`config.mk`:
```
export PLATFORM = sky130hd
export DESIGN_NAME = quiz_round_controller_flat
export DESIGN_NICKNAME = d
export VERILOG_FILES = /design/src/rtl/quiz_pkg.sv /design/src/rtl/quiz_round_controller_if.sv /design/src/rtl/quiz_scorer.sv /design/src/rtl/quiz_round_controller.sv /design/src/flat_wrapper.sv
export SDC_FILE = /design/constraint.sdc
export NUM_CORES = 1
export LEC_CHECK = 0
export ABC_AREA = 1
export ABC_CLOCK_PERIOD_IN_PS = 2700
export CAP_MARGIN = 30
export CORE_MARGIN = 5
export CORE_UTILIZATION = 44
export DETAILED_ROUTE_END_ITERATION = 10
export GPL_ROUTABILITY_DRIVEN = 1
export PLACE_DENSITY_LB_ADDON = 0.1
export SLEW_MARGIN = 20
export SYNTH_ARGS = -nofsm -noshare
export SYNTH_HDL_FRONTEND = slang
export SYNTH_SLANG_ARGS = --single-unit
```
`constraint.sdc`:
```
create_clock -name clk -period 2.7 [get_ports clk]
set_clock_uncertainty 0.2 [all_clocks]
set_input_delay 0.54 -clock clk [delete_from_list [all_inputs] [get_ports clk]]
set_output_delay 0.54 -clock clk [all_outputs]
set_load 0.02 [all_outputs]
```
`src/rtl/quiz_pkg.sv`:
```
// Shared types and constants for the quiz round controller and its scorer.
package quiz_pkg;

   localparam int unsigned SCORE_W   = 7;
   localparam int unsigned TIME_W    = 4;
   localparam int unsigned SCORE_MAX = 127;

   typedef enum logic [2:0] {
      StIdle     = 3'd0,
      StFetch    = 3'd1,
      StArm      = 3'd2,
      StAsk      = 3'd3,
      StJudge    = 3'd4,
      StFeedback = 3'd5,
      StDone     = 3'd6
   } qstate_t;

endpackage

```
`src/rtl/quiz_round_controller_if.sv`:
```
// Bundle between the round controller and the problem source, player input, timer and display.
interface quiz_round_controller_if #(
   parameter int unsigned ANS_W = 8
);
   import quiz_pkg::*;

   logic                 start;
   logic                 prob_req;
   logic                 prob_valid;
   logic [ANS_W-1:0]     prob_expected;
   logic                 ans_valid;
   logic [ANS_W-1:0]     ans_value;
   logic [TIME_W-1:0]    time_left;
   logic                 timer_reset;
   logic                 timer_stop;
   logic [2:0]           state_o;
   logic [3:0]           round_idx;
   logic [SCORE_W-1:0]   score;
   logic                 last_correct;
   logic                 last_timeout;
   logic                 done;

   // Controller side.
   modport master (
      input  start, prob_valid, prob_expected, ans_valid, ans_value, time_left,
      output prob_req, timer_reset, timer_stop, state_o, round_idx, score,
             last_correct, last_timeout, done
   );

   // Surrounding game logic side.
   modport slave (
      output start, prob_valid, prob_expected, ans_valid, ans_value, time_left,
      input  prob_req, timer_reset, timer_stop, state_o, round_idx, score,
             last_correct, last_timeout, done
   );

endinterface

```
`src/rtl/quiz_scorer.sv`:
```
// Registered score accumulator: adds 1 + bonus per correct answer, clamped at SCORE_MAX.
module quiz_scorer
   import quiz_pkg::*;
(
   input  logic               clk,
   input  logic               reset,
   input  logic               clear_i,
   input  logic               add_en_i,
   input  logic [TIME_W-1:0]  bonus_i,
   output logic [SCORE_W-1:0] score_o
);

   localparam int unsigned SumW = SCORE_W + 1;

   logic [SCORE_W-1:0] score_q, score_d;
   logic [SumW-1:0]    sum;

   always_comb begin
      sum     = {1'b0, score_q} + SumW'(bonus_i) + SumW'(1);
      score_d = score_q;
      if (clear_i) begin
         score_d = '0;
      end else if (add_en_i) begin
         score_d = (sum > SumW'(SCORE_MAX)) ? SCORE_W'(SCORE_MAX) : sum[SCORE_W-1:0];
      end
   end

   always_ff @(posedge clk) begin
      if (!reset) begin
         score_q <= '0;
      end else begin
         score_q <= score_d;
      end
   end

   assign score_o = score_q;

endmodule

```
`src/rtl/quiz_round_controller.sv`:
```
// Game sequencer: fetch problem, arm timer, wait for answer or timeout, score, hold feedback.
module quiz_round_controller
   import quiz_pkg::*;
#(
   parameter int unsigned NUM_ROUNDS = 10,
   parameter int unsigned FB_CYCLES  = 50_000_000,
   parameter int unsigned ANS_W      = 8
) (
   input logic                     clk,
   input logic                     reset,
   quiz_round_controller_if.master bus
);

   localparam int unsigned FbW = $clog2(FB_CYCLES + 1);

   qstate_t           state_q, state_d;
   logic [3:0]        round_q, round_d;
   logic [ANS_W-1:0]  exp_q, exp_d;
   logic [TIME_W-1:0] t_q, t_d;
   logic              correct_q, correct_d;
   logic              timeout_q, timeout_d;
   logic              first_q, first_d;
   logic [FbW-1:0]    fb_cnt_q, fb_cnt_d;
   logic              last_correct_q, last_correct_d;
   logic              last_timeout_q, last_timeout_d;
   logic              score_clear;
   logic              score_add;
   logic [SCORE_W-1:0] score;

   always_comb begin
      state_d        = state_q;
      round_d        = round_q;
      exp_d          = exp_q;
      t_d            = t_q;
      correct_d      = correct_q;
      timeout_d      = timeout_q;
      first_d        = first_q;
      fb_cnt_d       = fb_cnt_q;
      last_correct_d = last_correct_q;
      last_timeout_d = last_timeout_q;
      score_clear    = 1'b0;

      unique case (state_q)
         StIdle, StDone: begin
            if (bus.start) begin
               score_clear    = 1'b1;
               round_d        = '0;
               last_correct_d = 1'b0;
               last_timeout_d = 1'b0;
               state_d        = StFetch;
            end
         end
         StFetch: begin
            if (bus.prob_valid) begin
               exp_d   = bus.prob_expected;
               state_d = StArm;
            end
         end
         StArm: begin
            first_d = 1'b1;
            state_d = StAsk;
         end
         StAsk: begin
            first_d = 1'b0;
            // First ASK cycle ignores time_left: the timer output may still be stale.
            if (bus.ans_valid) begin
               t_d       = bus.time_left;
               correct_d = (bus.ans_value == exp_q);
               timeout_d = 1'b0;
               state_d   = StJudge;
            end else if (bus.time_left == '0 && !first_q) begin
               t_d       = '0;
               correct_d = 1'b0;
               timeout_d = 1'b1;
               state_d   = StJudge;
            end
         end
         StJudge: begin
            last_correct_d = correct_q;
            last_timeout_d = timeout_q;
            fb_cnt_d       = '0;
            state_d        = StFeedback;
         end
         StFeedback: begin
            if (fb_cnt_q == FbW'(FB_CYCLES - 1)) begin
               if (round_q == 4'(NUM_ROUNDS - 1)) begin
                  state_d = StDone;
               end else begin
                  round_d = round_q + 4'd1;
                  state_d = StFetch;
               end
            end else begin
               fb_cnt_d = fb_cnt_q + FbW'(1);
            end
         end
         default: state_d = StIdle;
      endcase
   end

   always_ff @(posedge clk) begin
      if (!reset) begin
         state_q        <= StIdle;
         round_q        <= '0;
         exp_q          <= '0;
         t_q            <= '0;
         correct_q      <= 1'b0;
         timeout_q      <= 1'b0;
         first_q        <= 1'b0;
         fb_cnt_q       <= '0;
         last_correct_q <= 1'b0;
         last_timeout_q <= 1'b0;
      end else begin
         state_q        <= state_d;
         round_q        <= round_d;
         exp_q          <= exp_d;
         t_q            <= t_d;
         correct_q      <= correct_d;
         timeout_q      <= timeout_d;
         first_q        <= first_d;
         fb_cnt_q       <= fb_cnt_d;
         last_correct_q <= last_correct_d;
         last_timeout_q <= last_timeout_d;
      end
   end

   assign score_add = (state_q == StJudge) && correct_q;

   quiz_scorer u_scorer (
      .clk      (clk),
      .reset    (reset),
      .clear_i  (score_clear),
      .add_en_i (score_add),
      .bonus_i  (t_q),
      .score_o  (score)
   );

   assign bus.prob_req     = (state_q == StFetch);
   assign bus.timer_reset  = (state_q == StArm);
   assign bus.timer_stop   = (state_q != StAsk);
   assign bus.state_o      = state_q;
   assign bus.round_idx    = round_q;
   assign bus.score        = score;
   assign bus.last_correct = last_correct_q;
   assign bus.last_timeout = last_timeout_q;
   assign bus.done         = (state_q == StDone);

endmodule

```
`src/flat_wrapper.sv`:
```
// flat-port wrapper written by rule: the top's interface ports become plain ports
module quiz_round_controller_flat import quiz_pkg::*;
#(
   parameter int unsigned NUM_ROUNDS = 10,
   parameter int unsigned FB_CYCLES  = 50_000_000,
   parameter int unsigned ANS_W      = 8
)
  (clk, reset, bus_start, bus_prob_valid, bus_prob_expected, bus_ans_valid, bus_ans_value, bus_time_left, bus_prob_req, bus_timer_reset, bus_timer_stop, bus_state_o, bus_round_idx, bus_score, bus_last_correct, bus_last_timeout, bus_done);
  quiz_round_controller_if #(.ANS_W(ANS_W)) bus_i ();
  input logic clk;
  input logic reset;
  input wire logic [$bits(bus_i.start)-1:0] bus_start;
  input wire logic [$bits(bus_i.prob_valid)-1:0] bus_prob_valid;
  input wire logic [$bits(bus_i.prob_expected)-1:0] bus_prob_expected;
  input wire logic [$bits(bus_i.ans_valid)-1:0] bus_ans_valid;
  input wire logic [$bits(bus_i.ans_value)-1:0] bus_ans_value;
  input wire logic [$bits(bus_i.time_left)-1:0] bus_time_left;
  output wire logic [$bits(bus_i.prob_req)-1:0] bus_prob_req;
  output wire logic [$bits(bus_i.timer_reset)-1:0] bus_timer_reset;
  output wire logic [$bits(bus_i.timer_stop)-1:0] bus_timer_stop;
  output wire logic [$bits(bus_i.state_o)-1:0] bus_state_o;
  output wire logic [$bits(bus_i.round_idx)-1:0] bus_round_idx;
  output wire logic [$bits(bus_i.score)-1:0] bus_score;
  output wire logic [$bits(bus_i.last_correct)-1:0] bus_last_correct;
  output wire logic [$bits(bus_i.last_timeout)-1:0] bus_last_timeout;
  output wire logic [$bits(bus_i.done)-1:0] bus_done;
  assign bus_i.start = bus_start;
  assign bus_i.prob_valid = bus_prob_valid;
  assign bus_i.prob_expected = bus_prob_expected;
  assign bus_i.ans_valid = bus_ans_valid;
  assign bus_i.ans_value = bus_ans_value;
  assign bus_i.time_left = bus_time_left;
  assign bus_prob_req = bus_i.prob_req;
  assign bus_timer_reset = bus_i.timer_reset;
  assign bus_timer_stop = bus_i.timer_stop;
  assign bus_state_o = bus_i.state_o;
  assign bus_round_idx = bus_i.round_idx;
  assign bus_score = bus_i.score;
  assign bus_last_correct = bus_i.last_correct;
  assign bus_last_timeout = bus_i.last_timeout;
  assign bus_done = bus_i.done;
  quiz_round_controller #(.NUM_ROUNDS(NUM_ROUNDS), .FB_CYCLES(FB_CYCLES), .ANS_W(ANS_W)) u_core (.clk(clk), .reset(reset), .bus(bus_i));
endmodule
```
==> flow_results.xml <==
<?xml version="1.0" encoding="UTF-8"?>
<metrics>
  <group name="sta">
    <metric name="timing.slew.headroom" unit="">0.569</metric>
    <metric name="finalCriticalPeriod" unit="ns">2.61</metric>
    <metric name="hold_violations" unit="">0</metric>
    <metric name="rsz_0062_raised_after_global_routing" unit="">no</metric>
    <metric name="finalSetupTns" unit="ns">0</metric>
    <metric name="timing.final.max_slew_violations" unit="">0</metric>
    <metric name="report.final.setup_viol" unit="">0</metric>
    <metric name="worst_pin_slew" unit="ns">0.645</metric>
    <metric name="finalWorstSetupSlack" unit="ns">0.0878</metric>
    <metric name="max_freq" unit="MHz">383</metric>
    <metric name="post-route-period-util" unit="">0.967</metric>
  </group>
  <group name="place">
    <metric name="pre_cts_slack" unit="ns">0.380</metric>
    <metric name="post-place-cells" unit="">679</metric>
    <metric name="globalplace.congestion" unit="">0.871</metric>
    <metric name="dp.final_hpwl" unit="µm">6270</metric>
    <metric name="count_of_input_and_output_buffers" unit="">44</metric>
  </group>
  <group name="critical_path">
    <metric name="critical_path.top_delay_family" unit="">buffers and inverters</metric>
    <metric name="type_of_origin_of_the_critical_path" unit="">flip-flop</metric>
    <metric name="end_kind" unit="">output port</metric>
    <metric name="ff2ff_path_depth" unit="">9</metric>
    <metric name="worst_ep_required" unit="ns">1.96</metric>
    <metric name="crit_top_cell" unit="">inv_1</metric>
    <metric name="rr_startpoint" unit="">u_core.u_scorer.score_o[2]</metric>
    <metric name="slowest_stage" unit="">clkdlybuf4s50_1</metric>
    <metric name="startpoint" unit="">u_core.bus.state_o[1]</metric>
    <metric name="cp-endpoint" unit="">bus_timer_reset</metric>
    <metric name="crit_buf_inv" unit="">3</metric>
    <metric name="critical_path_depth" unit="">5</metric>
    <metric name="critical_path_peak_fanout" unit="">4</metric>
    <metric name="criticalPathCategory" unit="">flip-flop to output port</metric>
    <metric name="setup_slack_of_the_most_critical_reg_to_reg_path" unit="ns">0.55</metric>
    <metric name="critical_path.cell_chain" unit="">inv_1 -&gt; nor2_2 -&gt; inv_1 -&gt; nor2_1 -&gt; clkdlybuf4s50_1</metric>
    <metric name="worst_r2r_endpoint" unit="">u_core.u_scorer.score_o[0]</metric>
    <metric name="critical_path.max_stage_delay" unit="ns">0.62</metric>
    <metric name="crit_arrival" unit="ns">1.87</metric>
  </group>
  <group name="die">
    <metric name="placement_rows" unit="">32</metric>
    <metric name="starting_density_of_the_core" unit="">0.446</metric>
    <metric name="i_o_pins" unit="">45</metric>
    <metric name="core" unit="µm²">7650</metric>
    <metric name="floorplan.die.height" unit="µm">98.0</metric>
    <metric name="die_area" unit="µm²">9610</metric>
    <metric name="die-width" unit="µm">98.0</metric>
  </group>
  <group name="global_routing">
    <metric name="grt_max_degree" unit="">30</metric>
    <metric name="grt_util_all_layers" unit="">0.184</metric>
    <metric name="overflow" unit="">0</metric>
    <metric name="grt_first_pass_wirelength" unit="µm">14900</metric>
    <metric name="first_global_vias" unit="">3291</metric>
    <metric name="antenna_violations_before_repair" unit="">0</metric>
  </group>
  <group name="synth">
    <metric name="synth_cell_type_count" unit="">32</metric>
    <metric name="mappedNetlistArea" unit="µm²">3410</metric>
    <metric name="synth_area_leaders" unit="">dfxtp_1, nand2_1, nor2_1, a21oi_1, inv_1</metric>
    <metric name="synth_async_sr_flop_share" unit="">0</metric>
    <metric name="synth_adder_area_share" unit="">0.0316</metric>
    <metric name="synth-seq-area-share" unit="">0.335</metric>
    <metric name="synth_edf_count" unit="">0</metric>
    <metric name="yosysMostFrequentCell" unit="">nand2_1</metric>
    <metric name="synthesized_area_fraction_occupied_by_ao_oa_aoi_and_oai_cells" unit="">0.121</metric>
    <metric name="commonest_cells_post_synth" unit="">nand2_1, nor2_1, inv_1</metric>
    <metric name="post_synth_xor_area_fraction" unit="">0.0206</metric>
    <metric name="synth_flop_cell" unit="">dfxtp_1</metric>
    <metric name="synth_area_per_cell" unit="µm²">6.26</metric>
    <metric name="multiplexer_share_of_the_synthesized_area" unit="">0</metric>
    <metric name="synth_top_area_cell" unit="">dfxtp_1</metric>
    <metric name="synth-simple-area-share" unit="">0.396</metric>
    <metric name="yosys_register_bits" unit="">57</metric>
    <metric name="synth_top_cell_area_share" unit="">0.335</metric>
    <metric name="post_synth_inst_count" unit="">545</metric>
    <metric name="synth_top_family_by_area" unit="">simple AND/OR/NAND/NOR gates</metric>
    <metric name="synthesis.nets" unit="">578</metric>
    <metric name="synthesis.yosys.warnings" unit="">0</metric>
  </group>
  <group name="status">
    <metric name="run_status" unit="">complete, no violations</metric>
  </group>
  <group name="clock_tree">
    <metric name="clock_latency" unit="ns">0.33</metric>
    <metric name="clkSlewWorstSetupHoldPaths" unit="ns">0.07</metric>
    <metric name="cts_root_buf" unit="">clkbuf_8</metric>
    <metric name="cts_hold_buffers" unit="">0</metric>
    <metric name="cts_made_buffers" unit="">9</metric>
    <metric name="clock-sinks" unit="">57</metric>
    <metric name="clockBufferDepth" unit="">2</metric>
    <metric name="clock_tree_from_tritoncts" unit="">done</metric>
    <metric name="cts-htree-levels" unit="">3</metric>
  </group>
  <group name="cells_and_area">
    <metric name="num-fill-cells" unit="">799</metric>
    <metric name="multi_input_area" unit="µm²">1940</metric>
    <metric name="final-seq-area" unit="µm²">1140</metric>
    <metric name="final_layout_size_suffix_gt1_frac" unit="">0.0777</metric>
    <metric name="num-nets-final" unit="">621</metric>
    <metric name="finalNonFillerCells" unit="">694</metric>
    <metric name="antennaDiodeCount" unit="">0</metric>
    <metric name="areaGrowthSynthToFinish" unit="%">20.3</metric>
  </group>
  <group name="detailed_routing">
    <metric name="drt_first_pass_iters" unit="">6</metric>
    <metric name="detailed_routed_wire_length_on_met2" unit="µm">4120</metric>
    <metric name="post-route-drc-count" unit="">0</metric>
    <metric name="starting_drc_count_in_detailed_routing" unit="">184</metric>
    <metric name="routed_wl" unit="µm">8600</metric>
    <metric name="detailroute.wirelength.met3" unit="µm">465</metric>
    <metric name="via_total_after_detailed_routing" unit="">3497</metric>
    <metric name="avgRoutedWirePerCell" unit="µm">12.4</metric>
    <metric name="avgViaCountPerCell" unit="">5.04</metric>
    <metric name="met1Wirelength" unit="µm">3910</metric>
    <metric name="antenna_violating_nets_post_route" unit="">0</metric>
    <metric name="dr.max_layer_used" unit="">met4</metric>
  </group>
  <group name="flow_run">
    <metric name="drv_cap" unit="">0</metric>
  </group>
  <group name="power">
    <metric name="static-leakage-power" unit="µW">0.00162</metric>
    <metric name="ir_worst_vdd" unit="V">0.000526</metric>
    <metric name="powerDensity" unit="nW/µm²">695</metric>
  </group>
  <group name="min_path">
    <metric name="hold_class" unit="">flip-flop to flip-flop</metric>
    <metric name="hold_path_startpoint" unit="">u_core.t_q[0]</metric>
  </group>
</metrics>
-- registers in the layout, indices dropped and copies added (netlist names) --
signal,flops
u_core.bus.round_idx,4
u_core.fb_cnt_q,26
u_core.u_scorer.score_o,7
u_core.bus.state_o,3
u_core.first_q,1
u_core.timeout_q,1
u_core.bus.last_correct,1
u_core.exp_q,8
u_core.t_q,4
u_core.bus.last_timeout,1
u_core.correct_q,1
-- what timing repair did --
item / CTS / global route
buffers inserted: 0 / 0
resized for setup: 0 / 1
endpoints found under the setup margin: 0 / 1
-- area by class of cell --
class	count	area share
well taps	102	0.0311
multi-input cells	409	0.473
clock inverters	4	0.0110
inverters	61	0.0558
flip-flops and latches	57	0.279
repair buffers	50	0.118
clock buffers	11	0.0320
-- worst min path at each step --
stage                            to  slack (ns)  cells after the start
finish                u_core.t_q[0]        0.27                      2
detailed placement    u_core.t_q[0]        0.26                      2
global placement      u_core.t_q[0]        0.25                      2
global route        u_core.exp_q[0]        0.31                      2
floorplan             u_core.t_q[0]        0.24                      2
CTS                   u_core.t_q[0]        0.27                      2
-- cells by family after synthesis --
family                   after synthesis
adder cells (fa/ha/maj)                8
buffers and inverters                 79
XOR/XNOR                               8
flip-flops                            57
AND/OR/NAND/NOR                      317
AO/OA/AOI/OAI                         76
-- through the flow --
stage               utilization  cell area (µm²)  power, µW  hold WS [ns]
finish                    0.536             4100       2850         0.273
global route              0.536             4100       3070         0.307
CTS                       0.536             4100       2880         0.272
detailed placement        0.513             3920       2120         0.262
global placement          0.513             3920       2090         0.255
floorplan                     -             3410       1810         0.241
-- routing by layer --
layer	vias to the layer above	global-route usage
li1	1821	-
met1	1579	0.232
met2	87	0.307
met3	10	0.0457
met4	0	0.0596
met5	-	0
-- power breakdown --
part / total (µW) / internal (µW) / switching, µW
Sequential: 1030 / 937 / 91.2
Clock: 756 / 417 / 339
Combinational: 1070 / 395 / 673
-- placed cells by master (no fill, tap or decap), drive strengths merged, types with 2 or more instances in the layout --
master / instances
nand2: 157
nor2: 93
inv: 61
dfxtp: 57
a21oi: 51
clkdlybuf4s50: 44
nand3: 40
o21ai: 21
nand4: 13
clkbuf: 11
ha: 7
or2: 7
xor2: 6
buf: 6
nor3: 5
clkinv: 3
xnor2: 2
-- tightest hold or removal path: cells and delay by family, from the launching register on --
| family | cells | cell delay [ns] |
|---|---|---|
| flops | 1 | 0.31 |
| compound gates | 1 | 0.05 |
| simple gates | 1 | 0.06 |
Note: power is estimated with default switching activity, not from simulation.
